File: src/rtl/pc_fetch_unit.sv
// ---------------------------------------------------------------------------
// pc_fetch_unit
//
// Program-counter generation and fetch control. Holds the architectural PC,
// selects the next PC (sequential, PC-relative branch/JAL, or JALR), checks
// every target for word alignment and instruction-memory range, and gates
// fetch with a BOOT/RUN/HALT/TRAP state machine. Counts retired instructions.
//
// Ports:
//   clk          clock, all state updates on the rising edge
//   reset        asynchronous active-high reset
//   stall        freeze PC and all state for this cycle (RUN only)
//   pc_src       next-PC select: 00 PC+4, 01 PC+imm, 10 (rs1+imm)&~1, 11 as 00
//   imm          sign-extended immediate from decode
//   rs1_data     register-file rs1 read data
//   halt_req     halt after the current instruction retires
//   resume       leave HALT or TRAP
//   PC           current fetch address to instruction memory
//   pc_plus4     PC+4, combinational link value
//   fetch_valid  current PC/instruction is executing
//   trap         high while in TRAP
//   trap_cause   01 misaligned, 10 out of range, 00 none
//   trap_pc      PC of the instruction whose target trapped
//   instret      retired-instruction counter (wraps)
// ---------------------------------------------------------------------------
module pc_fetch_unit #(
   parameter int                    ADDR_WIDTH = 32,
   parameter logic [ADDR_WIDTH-1:0] RESET_VEC  = '0,
   parameter logic [ADDR_WIDTH-1:0] TRAP_VEC   = ADDR_WIDTH'(32'h0000_0100),
   parameter int                    MEM_SIZE   = 512
) (
   input  logic                  clk,
   input  logic                  reset,
   input  logic                  stall,
   input  logic [1:0]            pc_src,
   input  logic [31:0]           imm,
   input  logic [31:0]           rs1_data,
   input  logic                  halt_req,
   input  logic                  resume,
   output logic [ADDR_WIDTH-1:0] PC,
   output logic [ADDR_WIDTH-1:0] pc_plus4,
   output logic                  fetch_valid,
   output logic                  trap,
   output logic [1:0]            trap_cause,
   output logic [ADDR_WIDTH-1:0] trap_pc,
   output logic [31:0]           instret
);

   typedef enum logic [1:0] {
      S_BOOT = 2'd0,
      S_RUN  = 2'd1,
      S_HALT = 2'd2,
      S_TRAP = 2'd3
   } state_t;

   localparam logic [ADDR_WIDTH-1:0] MEM_WORDS = ADDR_WIDTH'(MEM_SIZE);

   state_t                  state_reg, state_next;
   logic [ADDR_WIDTH-1:0]   pc_reg, pc_next;
   logic [1:0]              trap_cause_reg, trap_cause_next;
   logic [ADDR_WIDTH-1:0]   trap_pc_reg, trap_pc_next;
   logic [31:0]             instret_reg, instret_next;

   logic [ADDR_WIDTH-1:0]   imm_ext;
   logic [ADDR_WIDTH-1:0]   rs1_ext;
   logic [ADDR_WIDTH-1:0]   target;
   logic [ADDR_WIDTH-1:0]   target_word;
   logic                    misaligned;
   logic                    out_of_range;

   assign imm_ext  = ADDR_WIDTH'($signed(imm));
   assign rs1_ext  = ADDR_WIDTH'(rs1_data);
   assign pc_plus4 = pc_reg + ADDR_WIDTH'(4);

   // Target selection; JALR clears bit 0 only, so a set bit 1 still traps.
   always_comb begin
      target = pc_plus4;
      case (pc_src)
         2'b01:   target = pc_reg + imm_ext;
         2'b10:   target = (rs1_ext + imm_ext) & ~ADDR_WIDTH'(1);
         default: target = pc_plus4;
      endcase
   end

   assign target_word  = {2'b00, target[ADDR_WIDTH-1:2]};
   assign misaligned   = (target[1:0] != 2'b00);
   assign out_of_range = (target_word >= MEM_WORDS);

   // State register (async reset aborts any state immediately)
   always_ff @(posedge clk or posedge reset) begin
      if (reset) begin
         state_reg      <= S_BOOT;
         pc_reg         <= RESET_VEC;
         trap_cause_reg <= 2'b00;
         trap_pc_reg    <= '0;
         instret_reg    <= 32'd0;
      end else begin
         state_reg      <= state_next;
         pc_reg         <= pc_next;
         trap_cause_reg <= trap_cause_next;
         trap_pc_reg    <= trap_pc_next;
         instret_reg    <= instret_next;
      end
   end

   // Next-state and datapath update
   always_comb begin
      state_next      = state_reg;
      pc_next         = pc_reg;
      trap_cause_next = trap_cause_reg;
      trap_pc_next    = trap_pc_reg;
      instret_next    = instret_reg;
      case (state_reg)
         S_BOOT: state_next = S_RUN;
         S_RUN: begin
            if (!stall) begin
               // Trap checks take priority over halt_req.
               if (misaligned || out_of_range) begin
                  state_next      = S_TRAP;
                  trap_cause_next = misaligned ? 2'b01 : 2'b10;
                  trap_pc_next    = pc_reg;
                  pc_next         = TRAP_VEC;
               end else begin
                  pc_next      = target;
                  instret_next = instret_reg + 32'd1;
                  if (halt_req)
                     state_next = S_HALT;
               end
            end
         end
         S_HALT: if (resume) state_next = S_RUN;
         S_TRAP: if (resume) state_next = S_RUN;
         default: state_next = S_BOOT;
      endcase
   end

   // Outputs
   always_comb begin
      fetch_valid = (state_reg == S_RUN);
      trap        = (state_reg == S_TRAP);
      PC          = pc_reg;
      trap_cause  = trap_cause_reg;
      trap_pc     = trap_pc_reg;
      instret     = instret_reg;
   end

endmodule

File: config.mk
export PLATFORM = sky130hd
export DESIGN_NAME = pc_fetch_unit
export DESIGN_NICKNAME = d
export VERILOG_FILES = /design/src/rtl/pc_fetch_unit.sv
export SDC_FILE = /design/constraint.sdc
export NUM_CORES = 1
export LEC_CHECK = 0
export ABC_AREA = 1
export CELL_PAD_IN_SITES_DETAIL_PLACEMENT = 0
export CELL_PAD_IN_SITES_GLOBAL_PLACEMENT = 1
export CORE_ASPECT_RATIO = 1.75
export CORE_MARGIN = 8
export CORE_UTILIZATION = 35
export DETAILED_ROUTE_END_ITERATION = 16
export PLACE_DENSITY = 0.83
export SLEW_MARGIN = 25
export SYNTH_ARGS = -nofsm -noshare
export SYNTH_HDL_FRONTEND = slang
export SYNTH_SLANG_ARGS = --single-unit
File: constraint.sdc
create_clock -name clk -period 6.3 [get_ports clk]
set_clock_uncertainty 0.2 [all_clocks]
set_input_delay 1.26 -clock clk [delete_from_list [all_inputs] [get_ports clk]]
set_output_delay 1.26 -clock clk [all_outputs]
set_load 0.005 [all_outputs]
==> run summary, run 1 <==
The run gives 71410 µm as the global-route wire length before repair. Setup violations remaining at the end of the flow were counted as 0. The logs give 0 for the reported max-cap violation count and 3 for the number of levels the H-tree was split into. Counting flops with a built-in enable in the synthesized netlist gives 0. At the worst endpoint, the arrival time is 5.23 ns.

In the global route stage, met1 resource usage came out at 23.57%. The number of setup buffers added after CTS is 0. The run gives 1862 as the number of instances in the synthesized netlist.

The number of gates resized after CTS was 0. The total overflow left after global routing is 0. The run gives 0 as the number of hold buffers added after CTS. Required arrival time at the worst endpoint: 6.39 ns.

Setup total negative slack on the finished layout was measured at 0 ns. The dominant cell type by count on the critical path is sky130_fd_sc_hd__nand2_1. TritonCTS built the clock tree. The instance count along the most critical hold path was 2. Cells with a size suffix above 1 make up 4.045% of the layout.

The path depth of the worst reg2reg path came out at 22. For the number of primary I/O pins, the log shows 203. STA classifies the critical path endpoint as a flop.

The logs give 1.010 for the final weighted congestion in routability-driven placement and 22.92% for the sequential fraction of the synthesis area. The width of the die was 149.5 µm; the maximum count of clock buffers along a single path was 2. The tools report the post-detailed-route DRC marker count as 0.

Setup repair after global routing left no endpoint under its margin. The wire length per cell came out at 19.20 µm. The actual transition at the worst max-transition pin was 1.048 ns; the total via count after detailed routing was 12462. Power per cell area: 146.5 nW/µm². From bottom edge to top edge, the die measures 249.7 µm. The type of the worst setup path is in2reg.

The worst setup slack after placement was 0.8174 ns. The floorplan has 85 rows. The tools report the number of distinct library cell variants in the gate-level netlist after synthesis as 43. Ranked by total cell area, the synthesized netlist is headed by sky130_fd_sc_hd__nand2_1 (26%), sky130_fd_sc_hd__dfrtp_1 (23%), sky130_fd_sc_hd__inv_1 (9.9%). Summing all placed instances gives a cell area of 13300 µm². Yosys instantiated no cell more often than sky130_fd_sc_hd__nand2_1.

In this run the worst path has a maximum fanout of 35. In this run the static leakage power is 7.384 nW. Derived from the worst setup path, the maximum achievable clock frequency is 194.8 MHz.

For the total number of yosys warnings, the log shows 0. For the initial antenna violation count, the log shows 0. Of the available clock period, the critical path in the final layout requires 81.47%. Global routing used 47.92% of the available met2 tracks.

The run gives 2185 as the final-stage net count. Traced cell by cell, the critical path runs through clkdlybuf4s50_1 -> ha_1 -> inv_1 -> fa_1 -> inv_1 -> nand3_1 -> nand3_1 -> nand2_1 -> nand2_1 -> nand2_1 -> nand2_1 -> nand2_1 -> nand3_1 -> nand3_1 -> o21ai_1 -> nand2_1 -> nor2_2 -> nand2_2 -> nor2_8 -> nand2_4 -> nand2_4 -> nand2_1 -> nand2_1. The worst-case IR drop observed on VDD is 0.3033 mV.

The tree is rooted in a sky130_fd_sc_hd__clkbuf_16. Broken down by cell family, the worst path's largest delay share belongs to simple AND/OR/NAND/NOR gates. The mean number of vias per cell was 5.101. The total number of cells along the worst setup path came out at 23.

After synthesis the netlist holds a flip-flop and latch count of 100. The peak-usage layer in the global routing report was met2. Final critical path time including I/O delays and setup: 5.133 ns. The fill cell instance count of the final layout is 3363, and the maximum number of pins on one net before global-route repair is 54. The number of buffers inserted by port buffering works out to 202. Across every metal layer, demand over resource in global routing totals 24.95%.

The tools report the TritonCTS buffer count as 9. The final worst-path setup slack came out at 1.167 ns. The commonest cells after synthesis are sky130_fd_sc_hd__nand2_1 (756), sky130_fd_sc_hd__inv_1 (289), sky130_fd_sc_hd__nand3_1 (167). The tools report the count of final hold-check violations as 0. The net count of the mapped netlist was 2000; the final count of pins violating max slew was 0. The initial utilization of the core area, before any placement, comes to 35.53%. The worst setup path is launched from an input pin.

The detailed router finished its first iteration with 594 violations. The run gives 13033 as the via count of the first global-routing pass. Once detail routing completed, the nets flagged for antenna violations numbered 0. Clock-pin slew was measured on the worst setup and hold paths at 0.07 ns.

The floorplan step defined a core boundary enclosing 30740 µm². The routing usage on met3 is 3.986%, and the area overhead of the layout relative to synthesis is 24.73%. For the area of the die, the log shows 37330 µm². The run gives 39120 µm as the final HPWL from detailed placement. The cell with the largest stage delay on the worst path was sky130_fd_sc_hd__clkdlybuf4s50_1. The cell type with the highest aggregate area in the netlist is sky130_fd_sc_hd__nand2_1.

The fraction of registers with async set/reset was 100.0%. The synthesized area per cell is 5.864 µm². After detailed routing, the total wire length is 46900 µm. The number of cells after detailed placement was 2427; the number of clock sinks seen by CTS was 100. Count of antenna diodes in the layout: 0. For the worst-skew pair, the clock arrives at the later sink with an insertion delay of 0.37 ns.

The number of buffer and inverter stages on the critical path was 3. The largest single stage delay on the critical path is 0.48 ns. Summed over its instances, the top area cell type makes up 25.99% of the synthesized netlist area. The class of the worst hold path is reg2reg. The first detailed-routing pass ran for 5 iterations. Final standard cell count with taps included and fillers excluded: 2443.

The most used flip-flop cell after synthesis is sky130_fd_sc_hd__dfrtp_1. The overall power of the completed layout came out at 1.995 mW. The run finished with clean final reports. The worst-case headroom to the max-slew limit was 30.07%; the final cell area excluding filler cells was 13620 µm².

The synthesized cell area came out at 10920 µm².
## tightest hold or removal path, stage by stage (launching register included)
cell and delay [ns]:
sky130_fd_sc_hd__dfrtp_1 0.36, sky130_fd_sc_hd__nand2_1 0.05, sky130_fd_sc_hd__nand2_1 0.04
## per-stage QoR
stage / util, % / hold slack, ns
after floorplan: - / 0.2649
after global placement: 43.28 / 0.2617
after detailed placement: 43.28 / 0.2621
after CTS: 44.31 / 0.2851
after global routing: 44.31 / 0.3097
final: 44.31 / 0.2829
## worst paths after layout
path | to | start | slack, ns
hold reg to reg | trap_pc[28]$_DFFE_PP0P_ | trap_pc[28]$_DFFE_PP0P_ | 0.28
setup / recovery | trap_pc[16]$_DFFE_PP0P_ | imm[0] | 1.17
max in group asynchronous | instret[19]$_DFFE_PP0P_ | reset | 3.64
hold / removal | trap_pc[28]$_DFFE_PP0P_ | trap_pc[28]$_DFFE_PP0P_ | 0.28
setup reg to reg | trap_pc[16]$_DFFE_PP0P_ | PC[0]$_DFFE_PP0P_ | 2.04
min in group asynchronous | trap_pc[23]$_DFFE_PP0P_ | reset | 1.13
## cell families (layout without fill, tap and decap cells)
logic type | Yosys count | after routing | synth area share, %
AOI/OAI and AO/OA | 108 | 108 | 5.145
muxes | 1 | 1 | 0.09167
xor gates and xnor gates | 57 | 57 | 4.572
DFF | 100 | 100 | 22.92
adders and majority gates | 67 | 67 | 7.815
and+or+nand+nor | 1194 | 1194 | 47.28
buffers and inverters | 335 | 525 | 12.18
## cells in the final DEF, fill, tap and decap left out, types with 4 or more instances in the layout
cell | synthesis | layout
sky130_fd_sc_hd__inv_1 | 289 | 288
sky130_fd_sc_hd__nand2_1 | 756 | 756
sky130_fd_sc_hd__o21ai_1 | 15 | 15
sky130_fd_sc_hd__nand3b_1 | 15 | 15
sky130_fd_sc_hd__nor2_2 | 16 | 16
sky130_fd_sc_hd__ha_1 | 65 | 65
sky130_fd_sc_hd__buf_4 | 5 | 9
sky130_fd_sc_hd__a21oi_1 | 50 | 50
sky130_fd_sc_hd__or2_2 | 7 | 7
sky130_fd_sc_hd__dfrtp_1 | 100 | 100
sky130_fd_sc_hd__nor2_1 | 126 | 125
sky130_fd_sc_hd__xnor2_1 | 30 | 30
sky130_fd_sc_hd__nand2_2 | 5 | 5
sky130_fd_sc_hd__and2_1 | 10 | 10
sky130_fd_sc_hd__xor2_1 | 27 | 27
sky130_fd_sc_hd__nor4_1 | 13 | 13
sky130_fd_sc_hd__nor3_1 | 18 | 18
sky130_fd_sc_hd__o21ai_0 | 35 | 35
sky130_fd_sc_hd__inv_2 | 6 | 6
sky130_fd_sc_hd__nand3_1 | 167 | 167
sky130_fd_sc_hd__clkdlybuf4s50_1 | 0 | 202
sky130_fd_sc_hd__clkbuf_16 | 0 | 9
sky130_fd_sc_hd__nand3_2 | 8 | 8
sky130_fd_sc_hd__nand4_1 | 38 | 38
sky130_fd_sc_hd__o21bai_1 | 4 | 4
## power breakdown
group	internal, mW	switching [mW]
Clock	0.327	0.268
Sequential	0.663	0.0293
Combinational	0.242	0.466
## layer usage
layer / up-vias / wire length, µm
met5: - / 0
met4: 0 / 3056
met3: 131 / 2147
met2: 355 / 25390
met1: 5794 / 16300
li1: 6182 / -
## layout make-up
class | count | area (µm²) | share of cell area, %
inverters | 298 | 1126 | 8.268
clock inverters | 6 | 78.83 | 0.5788
flip-flops and latches | 100 | 2502 | 18.37
clock buffers | 10 | 239.0 | 1.755
multi-input cells | 1427 | 7094 | 52.09
well taps | 391 | 489.2 | 3.592
repair buffers | 211 | 2090 | 15.34
Power figures use the tool's default switching activity.
==> inputs of run 2 (changes only) <==
==> constraint.sdc (replaced) <==
create_clock -name clk -period 5.3 [get_ports clk]
set_clock_uncertainty 0.2 [all_clocks]
set_input_delay 1.06 -clock clk [delete_from_list [all_inputs] [get_ports clk]]
set_output_delay 1.06 -clock clk [all_outputs]
set_load 0.005 [all_outputs]
==> run 2 against run 1 <==
Effect of this change: via count shrank 0.60%; total power up 19%; first-iteration DRC count is 21% lower; critical path type unchanged; combinational power increased by 18%; sequential power grew 19%; sequential cell count stayed put; global-route usage is 0.47 points lower; die area stayed put; cell area rose by 0.57%; non-clock buffer count rose by 9; routed wire length down 2.5%.
==> run summary, run 2 (synthesized netlist as in run 1, its figures left out) <==
The area of the die is 37330 µm² (unchanged), and the final critical path time including I/O delays and setup is 4.485 ns. The number of levels the H-tree was split into was 3 (unchanged). The class of the worst hold path was reg2reg (unchanged). Largest vdd supply drop: 0.1901 mV (was 0.3033 mV). The final count of pins violating max slew was 0 (unchanged). The tools report the sort of element at the end of the critical path as a flop (unchanged).

The global router's overall resource usage is 24.48% (was 24.95%). The run gives 1.63 ns (was 2.04 ns) as the worst reg-to-reg setup slack. The most common cell after layout, fill and taps aside is sky130_fd_sc_hd__nand2_1 (unchanged). The number of primary I/O pins is 203 (unchanged), and the achievable frequency is 223.0 MHz. The logs give 4.53 ns (was 5.23 ns) for the worst endpoint data arrival time and 5 (unchanged) for the iteration count of the initial detailed-routing pass.

The violation count after the first detailed-route iteration is 471 (was 594), and the actual transition at the worst max-transition pin is 0.9739 ns (was 1.048 ns). The count of final hold-check violations is 0 (unchanged). The standard-cell row count was 85 (unchanged); the final count of negative-setup-slack endpoints was 0 (unchanged). The reported max-cap violation count was 0 (unchanged); the path depth of the worst reg2reg path was 19 (was 22).

The standard cell core area is 30740 µm² (unchanged), and the post-route clock period utilization is 84.63%. TritonCTS built the clock tree. The floorplan die height is 249.7 µm (unchanged), and the width of the die is 149.5 µm (unchanged). The tools report the initial antenna violation count as 0 (unchanged). The initial standard-cell utilization of the core is 35.53% (unchanged), and the worst-case headroom to the max-slew limit is 34.67% (was 30.07%). The overall power of the completed layout is 2.366 mW (was 1.995 mW), and the number of clock sinks seen by CTS is 100 (unchanged).

The count of antenna diodes in the layout is 0 (unchanged). For the via count of the first global-routing pass, the log shows 12723 (was 13033). Commonest cells after routing, fill and taps aside: sky130_fd_sc_hd__nand2_1 (756), sky130_fd_sc_hd__inv_1 (287), sky130_fd_sc_hd__clkdlybuf4s50_1 (202) (was sky130_fd_sc_hd__nand2_1 (756), sky130_fd_sc_hd__inv_1 (288), sky130_fd_sc_hd__clkdlybuf4s50_1 (202)).

The run gives 0 (unchanged) as the post-detailed-route DRC marker count. The global-route wire length before repair was 69940 µm (was 71410 µm); the worst-skew pair later-pin latency was 0.37 ns (about the same). The number of hold buffers added after CTS is 0 (unchanged), and the number of buffers inserted by port buffering is 202 (unchanged). The wire length per cell is 18.64 µm (was 19.20 µm). Type of the worst setup path: in2reg (unchanged). Maximum net fanout on the critical path: 34 (was 35). The final-stage net count came out at 2194 (was 2185). For the total wire length after detailed routing, the log shows 45700 µm (was 46900 µm). The final weighted congestion in routability-driven placement came out at 0.9567 (was 1.010).

The run gives 0 (unchanged) as the total congestion overflow. The power per cell area was 172.7 nW/µm² (was 146.5 nW/µm²). The flow ran to the end, and the final reports show no timing, DRC or antenna violations. The CTS root buffer was sky130_fd_sc_hd__clkbuf_16 (unchanged).

The total via count after detailed routing is 12387 (was 12462), and the instance count along the most critical hold path is 2 (unchanged). The ratio of cells with drive above 1 in the final layout was 4.464% (was 4.045%); the final cell area excluding filler cells was 13700 µm² (was 13620 µm²). The standby leakage power was 7.432 nW (was 7.384 nW); the area overhead of the layout relative to synthesis was 25.44% (was 24.73%). The clock slew seen by the registers of the worst setup and hold paths works out to 0.08 ns (was 0.07 ns). Setup repair after global routing left no endpoint under its margin.

For the required arrival time at the worst endpoint, the log shows 5.35 ns (was 6.39 ns). The maximum number of pins on one net before global-route repair is 65 (was 54), and the post-CTS repair timing setup buffer count is 0 (unchanged). TritonCTS buffer count: 9 (unchanged). The mean number of vias per cell was 5.052 (was 5.101); the number of nets still failing antenna checks after routing was 0 (unchanged). The kind of start point of the critical path was an input pin (unchanged). Number of instances resized during post-cts repair: 0 (unchanged). The run gives 38750 µm (was 39120 µm) as the final HPWL from detailed placement. The summed negative setup slack over all endpoints came out at 0 ns (unchanged). The cell area after placement was 13380 µm² (was 13300 µm²); the maximum count of clock buffers along a single path was 2 (unchanged).
[run 2: worst paths after layout]
kind | start | to
max in group asynchronous | reset | instret[26]$_DFFE_PP0P_
max reg2reg | PC[24]$_DFFE_PP0P_ | trap_pc[27]$_DFFE_PP0P_
min | trap_pc[4]$_DFFE_PP0P_ | trap_pc[4]$_DFFE_PP0P_
min in group asynchronous | reset | trap_pc[20]$_DFFE_PP0P_
min reg2reg | trap_pc[4]$_DFFE_PP0P_ | trap_pc[4]$_DFFE_PP0P_
max | imm[1] | trap_pc[27]$_DFFE_PP0P_
[run 2: area by class of cell]
type                    count  area (µm²)
fillers                  3352       17040
multi-input cells        1427        7094
flip-flops and latches    100        2502
repair buffers            220        2170
inverters                 298        1126
well taps                 391       489.2
clock buffers               9       225.2
clock inverters             7       90.09
[run 2: through the flow]
| stage | utilization [%] | hold WS [ns] | instances | worst slack [ns] |
|---|---|---|---|---|
| global placement | 43.54 | 0.2562 | 2436 | 0.4365 |
| global route | 44.56 | 0.3086 | 2452 | 0.5636 |
| floorplan | - | 0.2649 | 1862 | 1.421 |
| CTS | 44.56 | 0.2813 | 2452 | 0.7769 |
| finish | 44.56 | 0.2776 | 2452 | 0.8147 |
| detailed placement | 43.54 | 0.2616 | 2436 | 0.3801 |
[run 2: report_power, final]
group          internal (mW)  leakage (nW)  switching (mW)  total (mW)
logic                  0.292          5.89           0.540       0.832
registers              0.788          1.38          0.0347       0.823
clock network          0.381         0.156           0.331       0.711
[run 2: layer usage]
metal  part of all wire, %  GRT usage (%)
met5                     0              0
met4                   6.2          15.39
met3                   4.8          4.149
met2                    55          47.24
met1                    34          22.84
[run 2: worst max-delay path, stage by stage]
cell and delay (ns):
sky130_fd_sc_hd__clkdlybuf4s50_1 0.54, sky130_fd_sc_hd__inv_1 0.12, sky130_fd_sc_hd__fa_1 0.42, sky130_fd_sc_hd__inv_1 0.14, sky130_fd_sc_hd__nand3_1 0.09, sky130_fd_sc_hd__nand3_1 0.20, sky130_fd_sc_hd__nand2_1 0.08, sky130_fd_sc_hd__nand2_1 0.17
sky130_fd_sc_hd__nand2_1 0.09, sky130_fd_sc_hd__nand2_1 0.12, sky130_fd_sc_hd__nand2_1 0.12, sky130_fd_sc_hd__nand2_1 0.09, sky130_fd_sc_hd__nand2_1 0.05, sky130_fd_sc_hd__nand3_1 0.11, sky130_fd_sc_hd__nand3_1 0.08, sky130_fd_sc_hd__o21ai_1 0.16
sky130_fd_sc_hd__nand3_2 0.17, sky130_fd_sc_hd__nor2_8 0.20, sky130_fd_sc_hd__nand2_4 0.08, sky130_fd_sc_hd__buf_4 0.25, sky130_fd_sc_hd__nand3_1 0.12, sky130_fd_sc_hd__nand2_1 0.07
==> inputs of run 3 (changes only) <==
--- a/config.mk
+++ b/config.mk
@@ -10,9 +10,9 @@
 export CELL_PAD_IN_SITES_GLOBAL_PLACEMENT = 1
 export CORE_ASPECT_RATIO = 1.75
 export CORE_MARGIN = 8
-export CORE_UTILIZATION = 35
+export CORE_UTILIZATION = 33
 export DETAILED_ROUTE_END_ITERATION = 16
-export PLACE_DENSITY = 0.83
+export PLACE_DENSITY = 0.82
 export SLEW_MARGIN = 25
 export SYNTH_ARGS = -nofsm -noshare
 export SYNTH_HDL_FRONTEND = slang
==> constraint.sdc (replaced) <==
create_clock -name clk -period 4.1 [get_ports clk]
set_clock_uncertainty 0.2 [all_clocks]
set_input_delay 0.82 -clock clk [delete_from_list [all_inputs] [get_ports clk]]
set_output_delay 0.82 -clock clk [all_outputs]
set_load 0.005 [all_outputs]
==> run 3 against run 2 <==
Effect of this change: combinational power is 59% higher; non-clock buffer count up 192; highest routed layer unchanged; largest cell class unchanged; count of clock-buffer cells in the layout up 1; critical path type is now reg2out; critical path depth fell by 15.
==> run summary, run 3 (synthesized netlist as in run 1, its figures left out) <==
The logs give 2386 (was 2194) for the final-stage net count and 0.54 ns (was 1.63 ns) for the worst reg-to-reg setup slack. The sort of element at the end of the critical path is a primary output (was a flop). The clock slew seen by the registers of the worst setup and hold paths was 0.07 ns (was 0.08 ns). The final critical path time including I/O delays and setup is 3.955 ns. The cell area after placement is 14900 µm² (was 13380 µm²). The run gives 5 (unchanged) as the iteration count of the initial detailed-routing pass. The logs give 0 (unchanged) for the count of antenna diodes in the layout and 0 (unchanged) for the final count of pins violating max slew. The mean number of vias per cell was 4.924 (was 5.052); the required arrival time at the worst endpoint was 3.08 ns (was 5.35 ns). Class of the worst hold path: reg2reg (unchanged). The number of primary I/O pins came out at 203 (unchanged). The tools report the violation count after the first detailed-route iteration as 555 (was 471). The global-route wire length before repair came out at 73280 µm (was 69940 µm). Largest vdd supply drop: 0.4063 mV (was 0.1901 mV). Start of the worst register-to-register path: PC[13]$_DFFE_PP0P_ (was PC[24]$_DFFE_PP0P_).

Commonest cells after routing, fill and taps aside: sky130_fd_sc_hd__nand2_1 (753), sky130_fd_sc_hd__inv_1 (287), sky130_fd_sc_hd__buf_4 (204) (was sky130_fd_sc_hd__nand2_1 (756), sky130_fd_sc_hd__inv_1 (287), sky130_fd_sc_hd__clkdlybuf4s50_1 (202)). The maximum net fanout on the critical path is 8 (was 34), and the floorplan die height is 256.6 µm (was 249.7 µm). Number of buffers inserted by port buffering: 202 (unchanged).

The logs give 0.1447 ns (was 0.8147 ns) for the final worst-path setup slack and 13533 (was 12723) for the via count of the first global-routing pass. The ratio of cells with drive above 1 in the final layout was 13.45% (was 4.464%). The flow ran to the end, and the final reports show no timing, DRC or antenna violations. The tools report the final weighted congestion in routability-driven placement as 0.9794 (was 0.9567). The run gives 3 (unchanged) as the number of levels the H-tree was split into.

The area overhead of the layout relative to synthesis works out to 40.52% (was 25.44%). TritonCTS built the clock tree. For the worst-case headroom to the max-slew limit, the log shows 32.46% (was 34.67%). The tools report the beginning of the critical path as PC[13]$_DFFE_PP0P_ (was imm[1]). The post-detailed-route DRC marker count is 0 (unchanged). The logs give 0 (unchanged) for the initial antenna violation count and 9 (unchanged) for the TritonCTS buffer count.

The power per cell area works out to 213.6 nW/µm² (was 172.7 nW/µm²). The maximum number of pins on one net before global-route repair was 61 (was 65). The terminus of the critical flop-to-flop path was trap_pc[14]$_DFFE_PP0P_ (was trap_pc[27]$_DFFE_PP0P_).

Total congestion overflow: 0 (unchanged). The total wire length after detailed routing is 48340 µm (was 45700 µm). The wire length per cell works out to 18.19 µm (was 18.64 µm). Dividing the final minimum period by the clock period gives 96.47%.

The global router's overall resource usage is 24.06% (was 24.48%). The most common cell after layout, fill and taps aside was sky130_fd_sc_hd__nand2_1 (unchanged). Initial standard-cell utilization of the core: 33.28% (was 35.53%). The path depth of the worst reg2reg path came out at 22 (was 19). The count of final hold-check violations was 0 (unchanged); the width of the die was 153.5 µm (was 149.5 µm). Setup repair after global routing could not meet its margin everywhere.

The tools report the standard cell core area as 32810 µm² (was 30740 µm²). The end point of the critical path was pc_plus4[24] (was trap_pc[27]$_DFFE_PP0P_). The logs give 0 (unchanged) for the reported max-cap violation count and 0 (unchanged) for the number of hold buffers added after CTS. For the number of clock sinks seen by CTS, the log shows 100 (unchanged). The type of the worst setup path was reg2out (was in2reg).

Kind of start point of the critical path: a flop (was an input pin). CTS root buffer: sky130_fd_sc_hd__clkbuf_16 (unchanged). The tools report the maximum count of clock buffers along a single path as 2 (unchanged). The worst setup slack after placement was -0.4000 ns (was 0.3801 ns); the fill cell instance count of the final layout was 3523 (was 3352). The logs give 15340 µm² (was 13700 µm²) for the final cell area excluding filler cells and 13087 (was 12387) for the total via count after detailed routing.

The tools report the final count of negative-setup-slack endpoints as 0 (unchanged). The standby leakage power is 8.462 nW (was 7.432 nW). The logs give 2.94 ns (was 4.53 ns) for the worst endpoint data arrival time and 88 (was 85) for the standard-cell row count. For the worst-skew pair later-pin latency, the log shows 0.36 ns (was 0.37 ns). The logs give 39390 µm² (was 37330 µm²) for the area of the die and 41010 µm (was 38750 µm) for the final HPWL from detailed placement.

The run gives 252.8 MHz as the achievable frequency. The actual transition at the worst max-transition pin is 1.007 ns (was 0.9739 ns), and the number of nets still failing antenna checks after routing is 0 (unchanged).
## run 3: how the worst min path moves through the flow
| stage | slack (ns) | cells after the start | end | startpoint |
|---|---|---|---|---|
| final | 0.28 | 2 | trap_pc[4]$_DFFE_PP0P_ | trap_pc[4]$_DFFE_PP0P_ |
| after global routing | 0.31 | 2 | trap_pc[9]$_DFFE_PP0P_ | trap_pc[9]$_DFFE_PP0P_ |
| after CTS | 0.28 | 2 | trap_pc[4]$_DFFE_PP0P_ | trap_pc[4]$_DFFE_PP0P_ |
| after detailed placement | 0.26 | 2 | trap_pc[15]$_DFFE_PP0P_ | trap_pc[15]$_DFFE_PP0P_ |
| after global placement | 0.26 | 2 | trap_pc[9]$_DFFE_PP0P_ | trap_pc[9]$_DFFE_PP0P_ |
| after floorplan | 0.26 | 2 | trap_cause[0]$_DFFE_PP0P_ | trap_cause[0]$_DFFE_PP0P_ |
## run 3: per-stage QoR
step / TNS, ns / total power [mW] / utilization (%) / hold WS [ns] / std cells
after floorplan: 0 / 1.721 / - / 0.2649 / 1862
after global routing: -0.4217 / 3.462 / 46.76 / 0.3068 / 2658
final: 0 / 3.277 / 46.76 / 0.2804 / 2658
after global placement: -24.12 / 2.383 / 45.40 / 0.2640 / 2641
after detailed placement: -26.69 / 2.392 / 45.40 / 0.2648 / 2641
after CTS: 0 / 3.299 / 46.33 / 0.2849 / 2657
## run 3: critical path, stage by stage (launching register included)
cell and delay [ns]:
sky130_fd_sc_hd__dfrtp_1 0.63, sky130_fd_sc_hd__nand4_1 0.24, sky130_fd_sc_hd__nor2_1 0.28, sky130_fd_sc_hd__nand2_1 0.15
sky130_fd_sc_hd__nor2_2 0.13, sky130_fd_sc_hd__nand4_1 0.11, sky130_fd_sc_hd__xnor2_1 0.43, sky130_fd_sc_hd__clkdlybuf4s50_1 0.61
## run 3: final cells by class
cell class | count | area [µm²] | area share, %
Clock inverter | 6 | 71.32 | 0.4648
Timing Repair Buffer | 412 | 3681 | 23.99
Multi-Input combinational cell | 1427 | 7227 | 47.10
Inverter | 298 | 1126 | 7.339
Clock buffer | 10 | 229.0 | 1.492
Sequential cell | 100 | 2502 | 16.31
Tap cell | 405 | 506.7 | 3.303
## run 3: per-layer routing
metal,part of all wire (%),vias up,GRT usage [%]
li1,-,6579,-
met1,35,6035,22.01
met2,54,327,47.08
met3,3.6,146,3.268
met4,7.8,0,17.63
met5,0,-,0
## run 3: repair_timing
item | in CTS | in global routing
pin swaps | 0 | 2
gates cloned | 0 | 0
gates resized for setup | 1 | 25
setup buffers | 0 | 1
endpoints found under the setup margin | 26 | 78
## run 3: power breakdown
part           switching, mW  internal, mW  total, mW
logic                  0.762         0.559       1.32
clock network          0.411         0.481      0.891
registers             0.0457          1.02       1.06
